**config.mk**
```make
export PLATFORM = sky130hd
export DESIGN_NAME = quad_encoder_ctrl
export DESIGN_NICKNAME = d
export VERILOG_FILES = /design/src/rtl/quad_encoder_ctrl_pkg.sv /design/src/rtl/quad_encoder_ctrl_enc_input_filter.sv /design/src/rtl/quad_encoder_ctrl.sv
export SDC_FILE = /design/constraint.sdc
export NUM_CORES = 1
export LEC_CHECK = 0
export CORE_MARGIN = 4
export CORE_UTILIZATION = 49
export CTS_CLUSTER_SIZE = 20
export DETAILED_ROUTE_END_ITERATION = 6
export HOLD_SLACK_MARGIN = 0.15
export PLACE_DENSITY_LB_ADDON = 0.08
export SYNTH_ARGS = -nofsm -noshare
export SYNTH_HDL_FRONTEND = slang
export SYNTH_SLANG_ARGS = --single-unit
```
**constraint.sdc**
```tcl
create_clock -name CLK -period 2.2 [get_ports CLK]
set_clock_uncertainty 0.15 [all_clocks]
set_input_delay 0.44 -clock CLK [delete_from_list [all_inputs] [get_ports CLK]]
set_output_delay 0.44 -clock CLK [all_outputs]
set_load 0.1 [all_outputs]
```
**src/rtl/quad_encoder_ctrl_pkg.sv**
```systemverilog
// Shared command codes and phase-state encodings for the quadrature encoder sequencer.
package quad_encoder_ctrl_pkg;

    localparam logic [1:0] OPC_HOLD = 2'd0;
    localparam logic [1:0] OPC_INC  = 2'd1;
    localparam logic [1:0] OPC_DEC  = 2'd2;
    localparam logic [1:0] OPC_CLR  = 2'd3;

    typedef enum logic [2:0] {
        ST_INIT = 3'd0,
        ST_P00  = 3'd1,
        ST_P01  = 3'd2,
        ST_P11  = 3'd3,
        ST_P10  = 3'd4
    } phase_e;

    function automatic phase_e code_to_state(input logic [1:0] code);
        unique case (code)
            2'b00:   return ST_P00;
            2'b01:   return ST_P01;
            2'b11:   return ST_P11;
            default: return ST_P10;
        endcase
    endfunction

    // Position along the forward Gray cycle, so a step is a +1/-1 difference mod 4.
    function automatic logic [1:0] gray_pos(input phase_e st);
        unique case (st)
            ST_P01:  return 2'd1;
            ST_P11:  return 2'd2;
            ST_P10:  return 2'd3;
            default: return 2'd0;
        endcase
    endfunction

endpackage

```
**src/rtl/quad_encoder_ctrl_enc_input_filter.sv**
```systemverilog
// Two-flop synchroniser followed by a stability counter; the output follows the
// synchronised input only after FILT_LEN consecutive differing samples.
module quad_encoder_ctrl_enc_input_filter #(
    parameter int unsigned FILT_LEN = 3
) (
    input  logic CLK,
    input  logic RESET,
    input  logic din,
    output logic dout
);

    localparam logic [3:0] CNT_MAX = 4'(FILT_LEN - 1);

    logic [1:0] sync_q;
    logic [3:0] cnt_q, cnt_d;
    logic       filt_q, filt_d;

    always_comb begin
        filt_d = filt_q;
        cnt_d  = 4'd0;
        if (sync_q[1] != filt_q) begin
            if (cnt_q == CNT_MAX) begin
                filt_d = sync_q[1];
            end else begin
                cnt_d = cnt_q + 4'd1;
            end
        end
    end

    always_ff @(posedge CLK or posedge RESET) begin
        if (RESET) begin
            sync_q <= 2'b00;
            cnt_q  <= 4'd0;
            filt_q <= 1'b0;
        end else begin
            sync_q <= {sync_q[0], din};
            cnt_q  <= cnt_d;
            filt_q <= filt_d;
        end
    end

    assign dout = filt_q;

endmodule

```
**src/rtl/quad_encoder_ctrl.sv**
```systemverilog
// Quadrature-encoder sequencer: filters A/B/index, decodes Gray steps and arbitrates
// host clear, index clear and steps onto the single counter command port.
module quad_encoder_ctrl
    import quad_encoder_ctrl_pkg::*;
#(
    parameter int unsigned FILT_LEN     = 3,
    parameter bit          INDEX_CLR_EN = 1'b1,
    parameter bit          SAT_ZERO     = 1'b0
) (
    input  logic       CLK,
    input  logic       RESET,
    input  logic       EN,
    input  logic       ENC_A,
    input  logic       ENC_B,
    input  logic       ENC_I,
    input  logic       CLR_REQ,
    input  logic       ERR_CLR,
    input  logic       Z,
    output logic [1:0] OPC,
    output logic       DIR,
    output logic       STEP,
    output logic       ERR
);

    logic   a_f, b_f, i_f;
    phase_e state_q, state_d, new_st;
    logic [1:0] opc_q, opc_d, delta;
    logic   dir_q, dir_d, err_q, err_d, idx_q;
    logic   step_inc, step_dec, illegal, idx_rise;

    quad_encoder_ctrl_enc_input_filter #(.FILT_LEN(FILT_LEN)) u_filt_a (
        .CLK(CLK), .RESET(RESET), .din(ENC_A), .dout(a_f)
    );
    quad_encoder_ctrl_enc_input_filter #(.FILT_LEN(FILT_LEN)) u_filt_b (
        .CLK(CLK), .RESET(RESET), .din(ENC_B), .dout(b_f)
    );
    quad_encoder_ctrl_enc_input_filter #(.FILT_LEN(FILT_LEN)) u_filt_i (
        .CLK(CLK), .RESET(RESET), .din(ENC_I), .dout(i_f)
    );

    assign new_st   = code_to_state({a_f, b_f});
    assign delta    = gray_pos(new_st) - gray_pos(state_q);
    assign idx_rise = i_f & ~idx_q;

    // Phase decode; INIT only adopts the current code so release never yields a step.
    always_comb begin
        state_d  = new_st;
        step_inc = 1'b0;
        step_dec = 1'b0;
        illegal  = 1'b0;
        if (state_q != ST_INIT) begin
            unique case (delta)
                2'd1:    step_inc = 1'b1;
                2'd3:    step_dec = 1'b1;
                2'd2:    illegal  = 1'b1;
                default: ;
            endcase
        end
    end

    always_comb begin
        opc_d = OPC_HOLD;
        if (CLR_REQ) begin
            opc_d = OPC_CLR;
        end else if (INDEX_CLR_EN && idx_rise) begin
            opc_d = OPC_CLR;
        end else if (EN && step_inc) begin
            opc_d = OPC_INC;
        end else if (EN && step_dec && !(SAT_ZERO && Z)) begin
            opc_d = OPC_DEC;
        end

        dir_d = dir_q;
        if (step_inc) dir_d = 1'b1;
        if (step_dec) dir_d = 1'b0;

        err_d = err_q;
        if (ERR_CLR || CLR_REQ) err_d = 1'b0;
        if (illegal) err_d = 1'b1;
    end

    always_ff @(posedge CLK or posedge RESET) begin
        if (RESET) begin
            state_q <= ST_INIT;
            opc_q   <= OPC_HOLD;
            dir_q   <= 1'b0;
            err_q   <= 1'b0;
            idx_q   <= 1'b0;
        end else begin
            state_q <= state_d;
            opc_q   <= opc_d;
            dir_q   <= dir_d;
            err_q   <= err_d;
            idx_q   <= i_f;
        end
    end

    assign OPC  = opc_q;
    assign DIR  = dir_q;
    assign ERR  = err_q;
    assign STEP = (opc_q == OPC_INC) || (opc_q == OPC_DEC);

endmodule
```
==> out/results.tsv, run 1 <==
stage	metric	value	unit
global_route	number of global-route vias before repair	867	
setup_path	worst r2r src	u_filt_a.dout$_DFFE_PP0P_	
timing	post-route setup TNS	0	ns
setup_path	largest delay contributor family on the critical path	simple AND/OR/NAND/NOR gates	
route	DR vias	894	
logic_synthesis	Yosys top cell area share	52.9	%
timing	Slew HR	76.9	%
placement	I/O Buffers	12	
route	wire length per cell	11.6	um
final_layout	commonest non-fill, non-tap cell in the layout	dfrtp_1	
floorplanning	Starting Density	53.5	%
placement	Worst Setup Slack post-DPL	0.0360	ns
floorplanning	Chip Height	60.9	um
timing	FMAX	0.465	GHz
final_layout	share of cells above drive strength 1	21.8	%
final_layout	multi-input logic area	632	um2
clocking	clock sink count	29	
setup_path	WS Path Type	flip-flop to flip-flop	
clocking	Clk Latency, worst-skew pair	0.32	ns
final_layout	Layout area overhead	22.0	%
clocking	hold buffer count at CTS	0	
hold_path	Hold Crit Class	flip-flop to flip-flop	
timing	worst hold slack	0.208	ns
setup_path	crit start category	flip-flop	
clocking	TritonCTS Buffers	5	
timing	Pins Over Slew Limit	0	
final_layout	Filler cells	213	
logic_synthesis	post-synth net total	141	
floorplanning	num rows	18	
setup_path	R2R setup slack	0.05	ns
logic_synthesis	Netlist cell types	28	
timing	final setup margin	0.0508	ns
clocking	CTS tree	done	
global_route	gr ovfl total	0	
run	max cap viols	0	
route	DR vias/cell	5.05	
timing	endpoints failing setup	0	
global_route	total track usage	14.0	%
setup_path	crit end category	flip-flop	
global_route	largest net degree at the start of global routing	30	
setup_path	CP bufs+invs	1	
setup_path	CP max stage delay	0.40	ns
setup_path	CP Cell Sequence	inv_1 -> ha_1 -> o21a_1 -> or3_4 -> and2_4 -> mux2_4 -> o31ai_2	
clocking	root buf cell	clkbuf_4	
floorplanning	width of the die	60.9	um
timing	worst-margin pin slew	0.347	ns
route	total wire length	2050	um
floorplanning	# IOs	14	
setup_path	critical path fanouts, max	6	
floorplanning	total core area	2570	um2
clocking	clk slew on worst S/H paths	0.09	ns
route	post-route ant nets	0	
route	Residual DRC	0	
setup_path	CP Launch Point	u_filt_a.dout$_DFFE_PP0P_	
logic_synthesis	post-synthesis sequential area ratio	52.9	%
final_layout	Antenna Cells	0	
run_status	status	finished clean	
logic_synthesis	Synth Instances	123	
final_layout	most frequent cells in the layout	dfrtp_1, nor2_1, buf_4	
placement	placed instance area	1580	um2
clocking	H-Tree Depth	2	
timing	min Tclk post-route	2.15	ns
placement	Detail Placement HPWL	1480	um
timing	Hold Fails Final Rpt	0	
route	initial drt markers	21	
logic_synthesis	Mapped Area	1370	um2
global_route	initial antenna violation count	0	
final_layout	Nets	164	
timing	RSZ-0062 raised after global routing	yes	
hold_path	hold_sp	u_filt_i.sync_q[0]$_DFF_PP0_	
global_route	global-route wire length before repair	3680	um
final_layout	final design area excluding fillers	1670	um2
timing	crit share post-route	97.7	%
logic_synthesis	largest area contributor in the netlist	dfrtp_1	
setup_path	slowest stage cell, crit path	or3_4	
floorplanning	die area	3710	um2
clocking	Clock Path Buffers	2	
logic_synthesis	synthesis warning total	0	
placement	GPL Wtd Cong	0.728	
route	DR pass1 iterations	6	
logic_synthesis	Syn Area/Cell	11.2	um2
logic_synthesis	flop and latch count out of synthesis	29	
setup_path	Data required, critical path	2.30	ns
logic_synthesis	ranking of synthesized cells by area	dfrtp_1, ha_1, nor2_1	
final_layout	Register Area	727	um2
setup_path	WP data arrival	2.25	ns
[path summary, 6_finish.rpt]
| path | depth (start not counted) | end |
|---|---|---|
| max | 7 | ERR$_DFFE_PP0P_ |
| min reg2reg | 0 | u_filt_i.sync_q[1]$_DFF_PP0_ |
| min | 0 | u_filt_i.sync_q[1]$_DFF_PP0_ |
| min in group asynchronous | 3 | ERR$_DFFE_PP0P_ |
| max in group asynchronous | 3 | OPC[1]$_DFF_PP0_ |
| max reg2reg | 7 | ERR$_DFFE_PP0P_ |
[metrics by stage]
step | cells | util [%]
2_1_floorplan | 123 | -
5_1_grt | 177 | 65.2
3_5_place_dp | 167 | 61.4
3_3_place_gp | 167 | 61.4
4_1_cts | 175 | 64.1
6_report | 177 | 65.2
[cells by family (layout without fill, tap and decap cells)]
family                     count (synthesis)  count (layout)  share of synthesized area [%]
and+or+nand+nor                           44              44                           15.3
DFF                                       29              29                           52.9
xor gates and xnor gates                  13              13                           8.30
AOI/OAI and AO/OA                         11              11                           6.02
buffers and inverters                     10              34                           3.56
adders and majority gates                  9               9                           8.20
muxes                                      7               7                           5.74
[cells in the mapped netlist, drive strengths merged]
cell	count
nand3b	1
nor3b	3
a211oi	2
o21ai	4
or3	1
buf	2
a21oi	1
nor2	21
nor2b	1
o31ai	1
dfrtp	29
mux2	4
mux2i	3
nand3	5
and3	3
xor2	8
ha	9
nor3	1
a22oi	1
a221oi	1
xnor2	5
and2	1
o21a	1
inv	8
nand2	7
[layer usage]
layer,global-route usage (%),vias to the layer above,part of all wire [%]
met5,0,-,0
met4,7.43,0,2.2
met3,6.60,5,6.8
met2,22.0,17,48
met1,15.9,421,43
li1,-,451,-
[registers in the layout, indices dropped and copies added, names as in the netlist, 2 cells and up]
register	flops
u_filt_a.sync_q	2
u_filt_i.sync_q	2
OPC	2
u_filt_a.cnt_q	4
u_filt_b.sync_q	2
state_q	3
u_filt_i.cnt_q	4
u_filt_b.cnt_q	4
[repair_timing]
action                     CTS  global route
resized for setup            0             2
setup buffers                0             2
setup endpoints to repair    0             1
[final cells by class]
class | count | share of cell area [%]
Clock buffer | 7 | 3.89
Clock inverter | 1 | 0.299
Inverter | 8 | 1.79
Multi-Input combinational cell | 84 | 37.7
Sequential cell | 29 | 43.4
Tap cell | 30 | 2.24
Timing Repair Buffer | 18 | 10.6
Power of run 1 is not shown: default switching activity piles up to over one toggle a cycle in this logic, so the estimate is an artifact.
==> run 2, diff against run 1 <==
--- a/config.mk
+++ b/config.mk
@@ -5,8 +5,9 @@
 export SDC_FILE = /design/constraint.sdc
 export NUM_CORES = 1
 export LEC_CHECK = 0
+export ABC_AREA = 0
 export CORE_MARGIN = 4
-export CORE_UTILIZATION = 49
+export CORE_UTILIZATION = 39
 export CTS_CLUSTER_SIZE = 20
 export DETAILED_ROUTE_END_ITERATION = 6
 export HOLD_SLACK_MARGIN = 0.15
==> run 2 against run 1 <==
Net effect: non-clock buffer count rose by 3; die area rose by 22%; design area rose by 4.8%; first-iteration DRC count rose by 67%; global-route usage fell by 2.6 points; worst hold slack got worse by 0.00072 ns; register-to-register slack got worse by 0.02 ns; critical path depth rose by 1; flip-flop and latch count did not move; count of clock-buffer cells in the layout did not move.
==> out/results.tsv, run 2 (synthesized netlist as in run 1, its figures left out) <==
stage	metric	value	unit
run_status	status	finished clean	
clocking	H-Tree Depth	2	
global_route	gr ovfl total	0	
timing	Slew HR	74.5	%
clocking	TritonCTS Buffers	5	
route	DR pass1 iterations	3	
timing	FMAX	0.460	GHz
floorplanning	# IOs	14	
floorplanning	Chip Height	67.3	um
timing	Hold Fails Final Rpt	0	
floorplanning	Starting Density	40.8	%
timing	worst-margin pin slew	0.380	ns
floorplanning	die area	4530	um2
final_layout	most frequent cells in the layout	dfrtp_1, nor2_1, buf_4	
global_route	initial antenna violation count	0	
placement	Detail Placement HPWL	1530	um
hold_path	hold_sp	u_filt_b.sync_q[0]$_DFF_PP0_	
setup_path	R2R setup slack	0.03	ns
setup_path	WS Path Type	flip-flop to flip-flop	
clocking	clk slew on worst S/H paths	0.10	ns
placement	GPL Wtd Cong	0.750	
global_route	largest net degree at the start of global routing	30	
route	Residual DRC	0	
final_layout	share of cells above drive strength 1	23.3	%
setup_path	crit end category	flip-flop	
clocking	Clock Path Buffers	2	
clocking	Clk Latency, worst-skew pair	0.33	ns
setup_path	worst r2r src	u_filt_b.dout$_DFFE_PP0P_	
setup_path	FF-to-FF End	ERR$_DFFE_PP0P_	
clocking	clock sink count	29	
floorplanning	total core area	3360	um2
timing	endpoints failing setup	0	
hold_path	hold worst-path end	u_filt_b.sync_q[1]$_DFF_PP0_	
timing	final setup margin	0.0266	ns
setup_path	Worst Reg-to-Reg Cells	8	
final_layout	final core utilization	52.2	%
timing	crit share post-route	98.8	%
setup_path	Data required, critical path	2.30	ns
final_layout	Nets	167	
hold_path	worst hold stages	0	
global_route	global-route wire length before repair	3750	um
final_layout	Largest regs	u_filt_a.cnt_q: 4 flops, u_filt_b.cnt_q: 4 flops, u_filt_i.cnt_q: 4 flops	
clocking	root buf cell	clkbuf_4	
setup_path	critical path fanouts, max	5	
route	wire length per cell	11.3	um
timing	worst hold slack	0.208	ns
timing	RSZ-0062 raised after global routing	yes	
route	total wire length	2210	um
global_route	number of global-route vias before repair	860	
run	max cap viols	0	
floorplanning	width of the die	67.3	um
route	DR vias/cell	4.58	
route	post-route ant nets	0	
clocking	CTS tree	done	
final_layout	commonest non-fill, non-tap cell in the layout	dfrtp_1	
floorplanning	num rows	21	
route	DR vias	897	
final_layout	Antenna Cells	0	
global_route	total track usage	11.5	%
hold_path	Hold Crit Class	flip-flop to flip-flop	
placement	I/O Buffers	12	
timing	min Tclk post-route	2.17	ns
final_layout	Layout area overhead	27.8	%
setup_path	crit start category	flip-flop	
route	initial drt markers	35	
setup_path	WP data arrival	2.27	ns
timing	Pins Over Slew Limit	0	
placement	Worst Setup Slack post-DPL	0.0248	ns
==> run 2: cell types whose count changed in the layout (fill, tap and decap cells not counted), sizes merged <==
cell / change
buf: +3
bufinv: +1
clkinv: -1
==> run 2: what timing repair did <==
item | in CTS | in global routing
hold buffers | 0 | 0
endpoints found under the setup margin | 1 | 3
pin swaps | 0 | 2
setup buffers | 2 | 3
gates resized for setup | 0 | 4
==> run 2: per-layer routing <==
layer / vias to the layer above / routed length, um / track usage (%)
met3: 6 / 97 / 4.49
li1: 454 / - / -
met4: 0 / 56 / 6.08
met2: 13 / 1050 / 18.7
met1: 424 / 1010 / 12.9
met5: - / 0 / 0
==> run 2: cell type report <==
class | count | area, um2
Clock buffer | 7 | 55.1
Clock inverter | 1 | 30.0
Fill cell | 326 | 1610
Inverter | 8 | 30.0
Multi-Input combinational cell | 84 | 642
Sequential cell | 29 | 727
Tap cell | 46 | 57.6
Timing Repair Buffer | 21 | 213
==> run 2: critical path: stages (launching register included) <==
cell,delay [ns]
dfrtp_1,0.42
inv_2,0.08
ha_4,0.27
inv_2,0.05
ha_4,0.15
or3_4,0.33
and2_4,0.17
mux2_4,0.26
o31ai_2,0.23
==> run 2: worst max-delay path by stage <==
stage / startpoint / to / slack [ns]
finish: u_filt_b.dout$_DFFE_PP0P_ / ERR$_DFFE_PP0P_ / 0.03
global route: u_filt_b.dout$_DFFE_PP0P_ / ERR$_DFFE_PP0P_ / -0.04
CTS: u_filt_b.dout$_DFFE_PP0P_ / ERR$_DFFE_PP0P_ / 0.009
detailed placement: u_filt_b.dout$_DFFE_PP0P_ / ERR$_DFFE_PP0P_ / 0.02
global placement: u_filt_b.dout$_DFFE_PP0P_ / ERR$_DFFE_PP0P_ / 0.06
floorplan: u_filt_b.dout$_DFFE_PP0P_ / ERR$_DFFE_PP0P_ / 0.002
==> run 2: through the flow <==
step / instance area, um2 / setup TNS, ns / cells
finish: 1750 / 0 / 196
global route: 1750 / -0.0412 / 196
CTS: 1710 / 0 / 193
detailed placement: 1600 / 0 / 183
global placement: 1600 / 0 / 183
floorplan: 1400 / 0 / 123
Power of run 2 is left out for the same reason.
